--- src/rtl/uart_arb_pkg.sv ---
// Shared types and helpers for the UART transmit arbiter.
package uart_arb_pkg;

  typedef enum logic {
    IDLE   = 1'b0,
    LOCKED = 1'b1
  } arb_state_e;

  // Increment an index modulo n (n need not be a power of two).
  function automatic int unsigned wrap_inc(input int unsigned idx, input int unsigned n);
    return (idx + 1 >= n) ? 0 : idx + 1;
  endfunction

endpackage

--- src/rtl/uart_rr_pick.sv ---
// Combinational round-robin pick: first set request at or above ptr, with wrap-around.
module uart_rr_pick #(
  parameter int unsigned num_req_p = 2,
  parameter int unsigned idx_w     = 1
) (
  input  logic [num_req_p-1:0] req,
  input  logic [idx_w-1:0]     ptr,
  output logic [num_req_p-1:0] grant,
  output logic [idx_w-1:0]     idx
);

  logic             found;
  logic [idx_w-1:0] k;

  always_comb begin
    grant = '0;
    idx   = '0;
    found = 1'b0;
    k     = '0;
    for (int unsigned i = 0; i < num_req_p; i++) begin
      k = idx_w'((32'(ptr) + i) % num_req_p);
      if (!found && req[k]) begin
        found    = 1'b1;
        grant[k] = 1'b1;
        idx      = k;
      end
    end
  end

endmodule

--- src/rtl/uart_tx_arbiter.sv ---
// Packet-locked round-robin arbiter sharing one UART transmit path among requesters,
// with an idle-owner timeout that revokes a stalled lock.
module uart_tx_arbiter
  import uart_arb_pkg::*;
#(
  parameter int unsigned num_req_p        = 2,
  parameter int unsigned data_bits_p      = 8,
  parameter int unsigned timeout_cycles_p = 1024
) (
  input  logic                               clk_i,
  input  logic                               reset_i,
  input  logic [num_req_p-1:0]               req_v_i,
  input  logic [num_req_p*data_bits_p-1:0]   req_data_i,
  input  logic [num_req_p-1:0]               req_last_i,
  output logic [num_req_p-1:0]               req_ready_and_o,
  output logic                               tx_v_o,
  output logic [data_bits_p-1:0]             tx_o,
  input  logic                               tx_ready_and_i,
  output logic [num_req_p-1:0]               grant_o,
  output logic                               busy_o,
  output logic                               timeout_o,
  output logic [$clog2(num_req_p)-1:0]       timeout_id_o
);

  localparam int unsigned idx_w      = $clog2(num_req_p);
  localparam int unsigned cnt_w      = (timeout_cycles_p == 0) ? 1 : $clog2(timeout_cycles_p + 1);
  localparam logic [cnt_w-1:0] cnt_last = cnt_w'(timeout_cycles_p - 1);
  localparam bit timeout_en          = (timeout_cycles_p != 0);

  arb_state_e       state_q, state_d;
  logic [idx_w-1:0] owner_q, owner_d;
  logic [idx_w-1:0] ptr_q, ptr_d;
  logic [cnt_w-1:0] cnt_q, cnt_d;
  logic             timeout_q, timeout_d;
  logic [idx_w-1:0] timeout_id_q, timeout_id_d;

  logic [num_req_p-1:0]   pick_oh;
  logic [idx_w-1:0]       pick_idx;
  logic [num_req_p-1:0]   owner_oh;
  logic [num_req_p-1:0]   sel_oh;
  logic [idx_w-1:0]       sel;
  logic [data_bits_p-1:0] data_arr [num_req_p];
  logic                   xfer;

  uart_rr_pick #(
    .num_req_p (num_req_p),
    .idx_w     (idx_w)
  ) u_pick (
    .req   (req_v_i),
    .ptr   (ptr_q),
    .grant (pick_oh),
    .idx   (pick_idx)
  );

  always_comb begin
    for (int unsigned k = 0; k < num_req_p; k++) begin
      data_arr[k] = req_data_i[k*data_bits_p +: data_bits_p];
    end
  end

  // Datapath: pick_oh is already zero when nobody is valid, which gives the idle grant.
  always_comb begin
    owner_oh          = '0;
    owner_oh[owner_q] = 1'b1;
    sel               = (state_q == LOCKED) ? owner_q : pick_idx;
    sel_oh            = (state_q == LOCKED) ? owner_oh : pick_oh;
    tx_o              = data_arr[sel];
    tx_v_o            = !reset_i && req_v_i[sel];
    grant_o           = reset_i ? '0 : sel_oh;
    req_ready_and_o   = reset_i ? '0 : (sel_oh & {num_req_p{tx_ready_and_i}});
    xfer              = tx_v_o && tx_ready_and_i;
  end

  always_comb begin
    state_d      = state_q;
    owner_d      = owner_q;
    ptr_d        = ptr_q;
    cnt_d        = cnt_q;
    timeout_d    = 1'b0;
    timeout_id_d = timeout_id_q;
    unique case (state_q)
      IDLE: begin
        cnt_d = '0;
        if (xfer) begin
          if (req_last_i[sel]) begin
            ptr_d = idx_w'(wrap_inc(32'(sel), num_req_p));
          end else begin
            state_d = LOCKED;
            owner_d = sel;
          end
        end
      end
      LOCKED: begin
        if (req_v_i[owner_q]) begin
          cnt_d = '0;
          if (xfer && req_last_i[owner_q]) begin
            state_d = IDLE;
            ptr_d   = idx_w'(wrap_inc(32'(owner_q), num_req_p));
          end
        end else if (timeout_en) begin
          // Fire on the cycle the count would reach the limit, so it never wraps.
          if (cnt_q == cnt_last) begin
            state_d      = IDLE;
            ptr_d        = idx_w'(wrap_inc(32'(owner_q), num_req_p));
            timeout_d    = 1'b1;
            timeout_id_d = owner_q;
            cnt_d        = '0;
          end else begin
            cnt_d = cnt_q + 1'b1;
          end
        end
      end
      default: state_d = IDLE;
    endcase
  end

  always_ff @(posedge clk_i or posedge reset_i) begin
    if (reset_i) begin
      state_q      <= IDLE;
      owner_q      <= '0;
      ptr_q        <= '0;
      cnt_q        <= '0;
      timeout_q    <= 1'b0;
      timeout_id_q <= '0;
    end else begin
      state_q      <= state_d;
      owner_q      <= owner_d;
      ptr_q        <= ptr_d;
      cnt_q        <= cnt_d;
      timeout_q    <= timeout_d;
      timeout_id_q <= timeout_id_d;
    end
  end

  assign busy_o       = (state_q == LOCKED);
  assign timeout_o    = timeout_en ? timeout_q : 1'b0;
  assign timeout_id_o = timeout_id_q;

endmodule

--- config.mk ---
export PLATFORM = sky130hd
export DESIGN_NAME = uart_tx_arbiter
export DESIGN_NICKNAME = d
export VERILOG_FILES = /design/src/rtl/uart_arb_pkg.sv /design/src/rtl/uart_rr_pick.sv /design/src/rtl/uart_tx_arbiter.sv
export SDC_FILE = /design/constraint.sdc
export NUM_CORES = 1
export LEC_CHECK = 0
export ABC_AREA = 1
export CAP_MARGIN = 25
export CORE_ASPECT_RATIO = 1.1
export CORE_MARGIN = 2
export CORE_UTILIZATION = 43
export DETAILED_ROUTE_END_ITERATION = 10
export HOLD_SLACK_MARGIN = 0.08
export PLACE_DENSITY_LB_ADDON = 0.3
export SKIP_LAST_GASP = 1
export SYNTH_ARGS = -nofsm -noshare
export SYNTH_HDL_FRONTEND = slang
export SYNTH_SLANG_ARGS = --single-unit
--- constraint.sdc ---
create_clock -name clk_i -period 2.1 [get_ports clk_i]
set_input_delay 0.42 -clock clk_i [delete_from_list [all_inputs] [get_ports clk_i]]
set_output_delay 0.42 -clock clk_i [all_outputs]
set_load 0.1 [all_outputs]
# Yosys cells after proc, flatten, opt, wreduce, memory -nomap -nowiden
# Cells that the tools add are included.
[word_totals] in_bits=23 elab_cells=93 out_inout_bits=16 regBits=16
[op_classes] n_eq_ne=5 n_mux=50 n_lt_le_gt_ge=10 n_bitwise=6 addsub=4 reduce_logical=12
[op_table] cell="1-bit two-way mux" count=34
[op_table] cell="8-bit two-way mux" count=3
[op_table] cell="11-bit two-way mux" count=2
[op_table] cell="11-bit case mux with 2 select lines" count=1
[op_table] cell="11-bit by 1-bit adder with 11-bit output, second input constant" count=1
[op_table] cell="11-bit by 10-bit == test with 1-bit output, second input constant" count=1
[op_table] cell="2-bit two-way mux" count=5
[op_table] cell="1-bit by 2-bit < comparator with 1-bit output, second input constant" count=4
[op_table] cell="1-bit logical AND" count=7
[op_table] cell="2-bit greater-or-equal comparator, second input constant" count=3
[op_table] cell="3-bit AND reduction" count=2
[op_table] cell="1-bit by 1-bit adder with 2-bit output, second input constant" count=2
[op_table] cell="2-bit inequality test, second input constant" count=2
[op_table] cell="1-bit case mux with 2 select lines" count=2
[op_table] cell="4-bit AND reduction" count=1
[op_table] cell="1-bit demux with 1-bit select" count=3
[op_table] cell="1-bit greater-or-equal comparator, second input constant" count=3
[op_table] cell="3-bit by 1-bit inequality test with 1-bit output, second input constant" count=1
[op_table] cell="3-bit by 2-bit inequality test with 1-bit output, second input constant" count=1
[op_table] cell="1-bit NOT" count=3
[op_table] cell="2-bit AND" count=1
[op_table] cell="1-bit zero test" count=2
[op_table] cell="1-bit NOT with 2-bit output" count=1
[op_table] cell="2-bit bitwise OR" count=1
[op_table] cell="1-bit adder, second input constant" count=1

# Longest topological paths before layout
[logic_depth] depth_word=15 ltp_mapped=12 depth_no_buf=12

# By module
# Synthesis repeated with hierarchy kept, for this count alone.
[unflattened] hier_cells=140 area_unflattened_um2=1048.5
[by_module_without_submodules] mod="uart_tx_arbiter" seq_area_each_um2=400.4 area_each_um2=1019.7 n_inst=1 cells_each=135
[by_module_without_submodules] mod="uart_rr_pick" seq_area_each_um2=0.0 area_each_um2=28.8 n_inst=1 cells_each=5

# Worst setup path after synthesis
# No wires, ideal clock.
[synth_timing] path_kind="flip-flop to output port" start="register state_q, in the netlist busy_o" end="output port req_ready_and_o[1]" t_required_ps=1680 n_path_buf=1 path_slack_ps=-2003 t_arrival_ps=3683 path_stages_with_launch=6 cell_sequence="dfrtp_1 -> inv_1 -> nand3_1 -> nand2_1 -> clkbuf_1 -> nor3_1"
[synth_via] elab_chain_cells=3
[synth_rtl] item="start, declared" line="uart_tx_arbiter.sv:30" text="arb_state_e state_q, state_d;"
[synth_rtl] item="start signal, assigned" line="uart_tx_arbiter.sv:126" text="state_q <= state_d;"
[synth_rtl] item="2-bit two-way mux" line="uart_tx_arbiter.sv:66" text="sel_oh = (state_q == LOCKED) ? owner_oh : pick_oh;"
[synth_rtl] item="2-bit AND" line="uart_tx_arbiter.sv:70" text="req_ready_and_o = reset_i ? '0 : (sel_oh & {num_req_p{tx_ready_and_i}});"
[synth_rtl] item="2-bit two-way mux" line="uart_tx_arbiter.sv:70"
[synth_rtl] item="end, declared" line="uart_tx_arbiter.sv:15" text="output logic [num_req_p-1:0] req_ready_and_o,"
# No other way between the ends.

# Worst setup path in the final report
[layout_timing] start="register state_q, in the netlist busy_o" end="output port req_ready_and_o[0]"
# Same word-level chain as after synthesis.

==> results by group <==
Die
  • Core area: 0.00223 mm2
  • Die span in y: 54.5 um
  • Die width: 49.9 um
  • Starting Density: 0.448
  • Die ar.: 0.00272 mm2
  • # IOs: 39
  • Row count: 18

Global routing
  • Met3 usage: 0.0546
  • Grt met1 use: 0.225
  • GRT Util Overall: 0.216
  • Largest net degree at the start of global routing: 17
  • Global-route wire length before repair: 4420 um
  • Met2 Use GR: 0.422
  • Initial antenna violation count: 0
  • Remaining Overflow, GRT: 0
  • Gr busiest metal: met2
  • Vias in the first global route: 1,086

Placed design
  • Placed Area: 0.00170 mm2
  • RePlAce Congestion: 0.804
  • HPWL after detailed placement: 2130 um
  • Post-Place Setup Slack: -0.133 ns
  • Port bufs: 38

Clocking
  • Hold bufs inserted after CTS: 0
  • Clock-pin transition on the worst setup and hold timing paths: 0.09 ns
  • Longest Clk Path Bufs: 2
  • Clock root cell: clkbuf_4
  • CTS tree: done
  • H-tree Lvls: 1
  • Clock Latency Late Sink: 0.28 ns
  • Num CTS Buffers: 3
  • Clock Sinks: 16

Detailed routing
  • DR DRC count: 0
  • Post-route ant nets: 0
  • Vias per cell: 4.81
  • DRT iter0 DRCs: 17
  • Via count: 1,038
  • DR pass1 iterations: 4
  • Wire per inst: 12.1 um
  • Final wirelength: 2620 um

Timing
  • Setup WS post-layout: 0.0695 ns
  • Worst hold slack: 0.466 ns
  • Peak Freq: 492 MHz
  • Hold Vio Cnt, Final: 0
  • Final Setup Violations: 0
  • Worst slew pin tran: 0.310 ns
  • Tcrit/Tclk final: 0.967
  • Minimum clock period after layout: 2.03 ns
  • RSZ-0062 raised after global routing: no
  • Relative slew slack: 0.793
  • Slew Viols, Final: 0
  • Clock Skew: 0.00163 ns

Synthesis
  • Area contributors post-synth: dfrtp_1, nand2_1, inv_1, nor2_1, nor2_4
  • Cell area after synthesis: 998 um2
  • Synth top area share: 0.401
  • Mean post-synth cell area: 7.29 um2
  • Cell taking the most area after synthesis: dfrtp_1
  • Flops & latches, synth: 16
  • Synth Net Count: 161
  • Post-Syn Instances: 137
  • Post-synthesis sequential area ratio: 0.401
  • Synthesis Warnings: 0
  • Unique masters post-synth: 26

Layout
  • # nets final: 211
  • Commonest non-fill, non-tap cell in the layout: nand2_1
  • Ant diodes: 0
  • Filler Cells Inserted: 138
  • Most frequent cells in the layout: nand2_1, clkdlybuf4s50_1, inv_1, dfrtp_1
  • Design Area, Final: 0.00176 mm2
  • Area Overhead vs Synth: 76.4%
  • Layout cells sized above 1: 0.339

Worst hold path
  • Hold Startpoint: cnt_q[0]
  • Min-Delay Path Class: flop to flop
  • Worst Hold End: cnt_q[0]
  • Worst Hold Path Cells: 1

Power and ir drop
  • Peak supply drop: 1420 uV
  • Power Dens Cells: 1480 mW/mm2
  • Leak: 0.800 nW
  • Total power: 0.00260 W

Setup path
  • Crit-path cells: inv_4 -> nand3_2 -> and2_4 -> nor3_4 -> buf_12
  • Worst path slowest cell: dfrtp_4
  • R2r worst-path depth: 12
  • R2R Path End: ptr_q
  • Crit start category: flop
  • R2R Path Start: owner_q
  • Slowest cell delay on critical path: 0.53 ns
  • Crit. End Element: output pin
  • Worst endpoint data arrival time: 1.61 ns
  • CP Data Required Time: 1.68 ns
  • R2r setup slk: 0.35 ns
  • Sum of buffers and inverters on the critical path: 2
  • Crit. path cell count: 5
  • Type of the worst setup path: flop to output pin
  • Kind of cell adding the most delay to the critical path: flip-flops
  • Crit-path max FO: 5

Status
  • Outcome: complete, no violations

Flow run
  • Max Cap Viol: 0
## worst max-delay path by stage
stage,end,start
after floorplan,req_ready_and_o[1],busy_o
after detailed placement,tx_o[4],req_v_i[0]
after CTS,req_ready_and_o[0],busy_o
final,req_ready_and_o[0],busy_o
after global routing,req_ready_and_o[0],busy_o
after global placement,tx_o[1],req_v_i[0]
## per-layer routing
layer / wire length (um) / part of all wire / up-vias
li1: - / - / 531
met1: 988 / 0.38 / 460
met2: 1370 / 0.53 / 40
met3: 189 / 0.072 / 7
met4: 64 / 0.024 / 0
met5: 0 / 0 / -
## sequential cells by signal, summed over array words and instances (netlist names)
register and count:
cnt_q 11, ptr_q 1, owner_q 1, timeout_o 1, busy_o 1, timeout_id_o 1
## through the flow
stage / TNS (ns) / instances / util
6_report: 0 / 216 / 0.790
5_1_grt: 0 / 216 / 0.790
4_1_cts: 0 / 216 / 0.790
3_5_place_dp: -1.10 / 210 / 0.760
3_3_place_gp: -1.01 / 210 / 0.760
2_1_floorplan: -0.249 / 137 / -
## timing repair
action / 4_1_cts / 5_1_grt
setup buffers: 2 / 0
setup endpoints to repair: 11 / 0
gates resized for setup: 9 / 0
## synth_stat cells (all sizes together)
library cell and instances:
dfrtp 16, nor3b 1, clkbuf 1, nor3 6
nor2 20, o21ai 4, nand2 50, nand3b 1
and2 1, nand4 3, clkinv 1, a21oi 3
inv 16, xnor2 2, ha 1, a31oi 1
o21bai 1, nand3 8, xor2 1
## where the power goes
part,switching (W),internal [W],leakage [nW]
clock network,0.0000928,0.000106,0.0210
registers,0.0000481,0.000356,0.214
logic,0.00132,0.000682,0.564
## cells by family (layout without fill, tap and decap cells)
group	after synthesis	after routing	synth area share
AND/OR/NAND/NOR	90	90	0.436
buffers and inverters	18	67	0.0677
flip-flops	16	16	0.401
AO/OA/AOI/OAI	9	9	0.0564
XOR/XNOR	3	3	0.0263
adder cells (fa/ha/maj)	1	1	0.0125
## final cells by class
class	count	area (um2)	share of cell area
clock buffers	4	36.3	0.0206
inverters	17	67.6	0.0384
multi-input cells	103	639	0.363
flip-flops and latches	16	404	0.229
well taps	30	37.5	0.0213
repair buffers	46	577	0.327
Note: power is estimated with default switching activity, not from simulation.
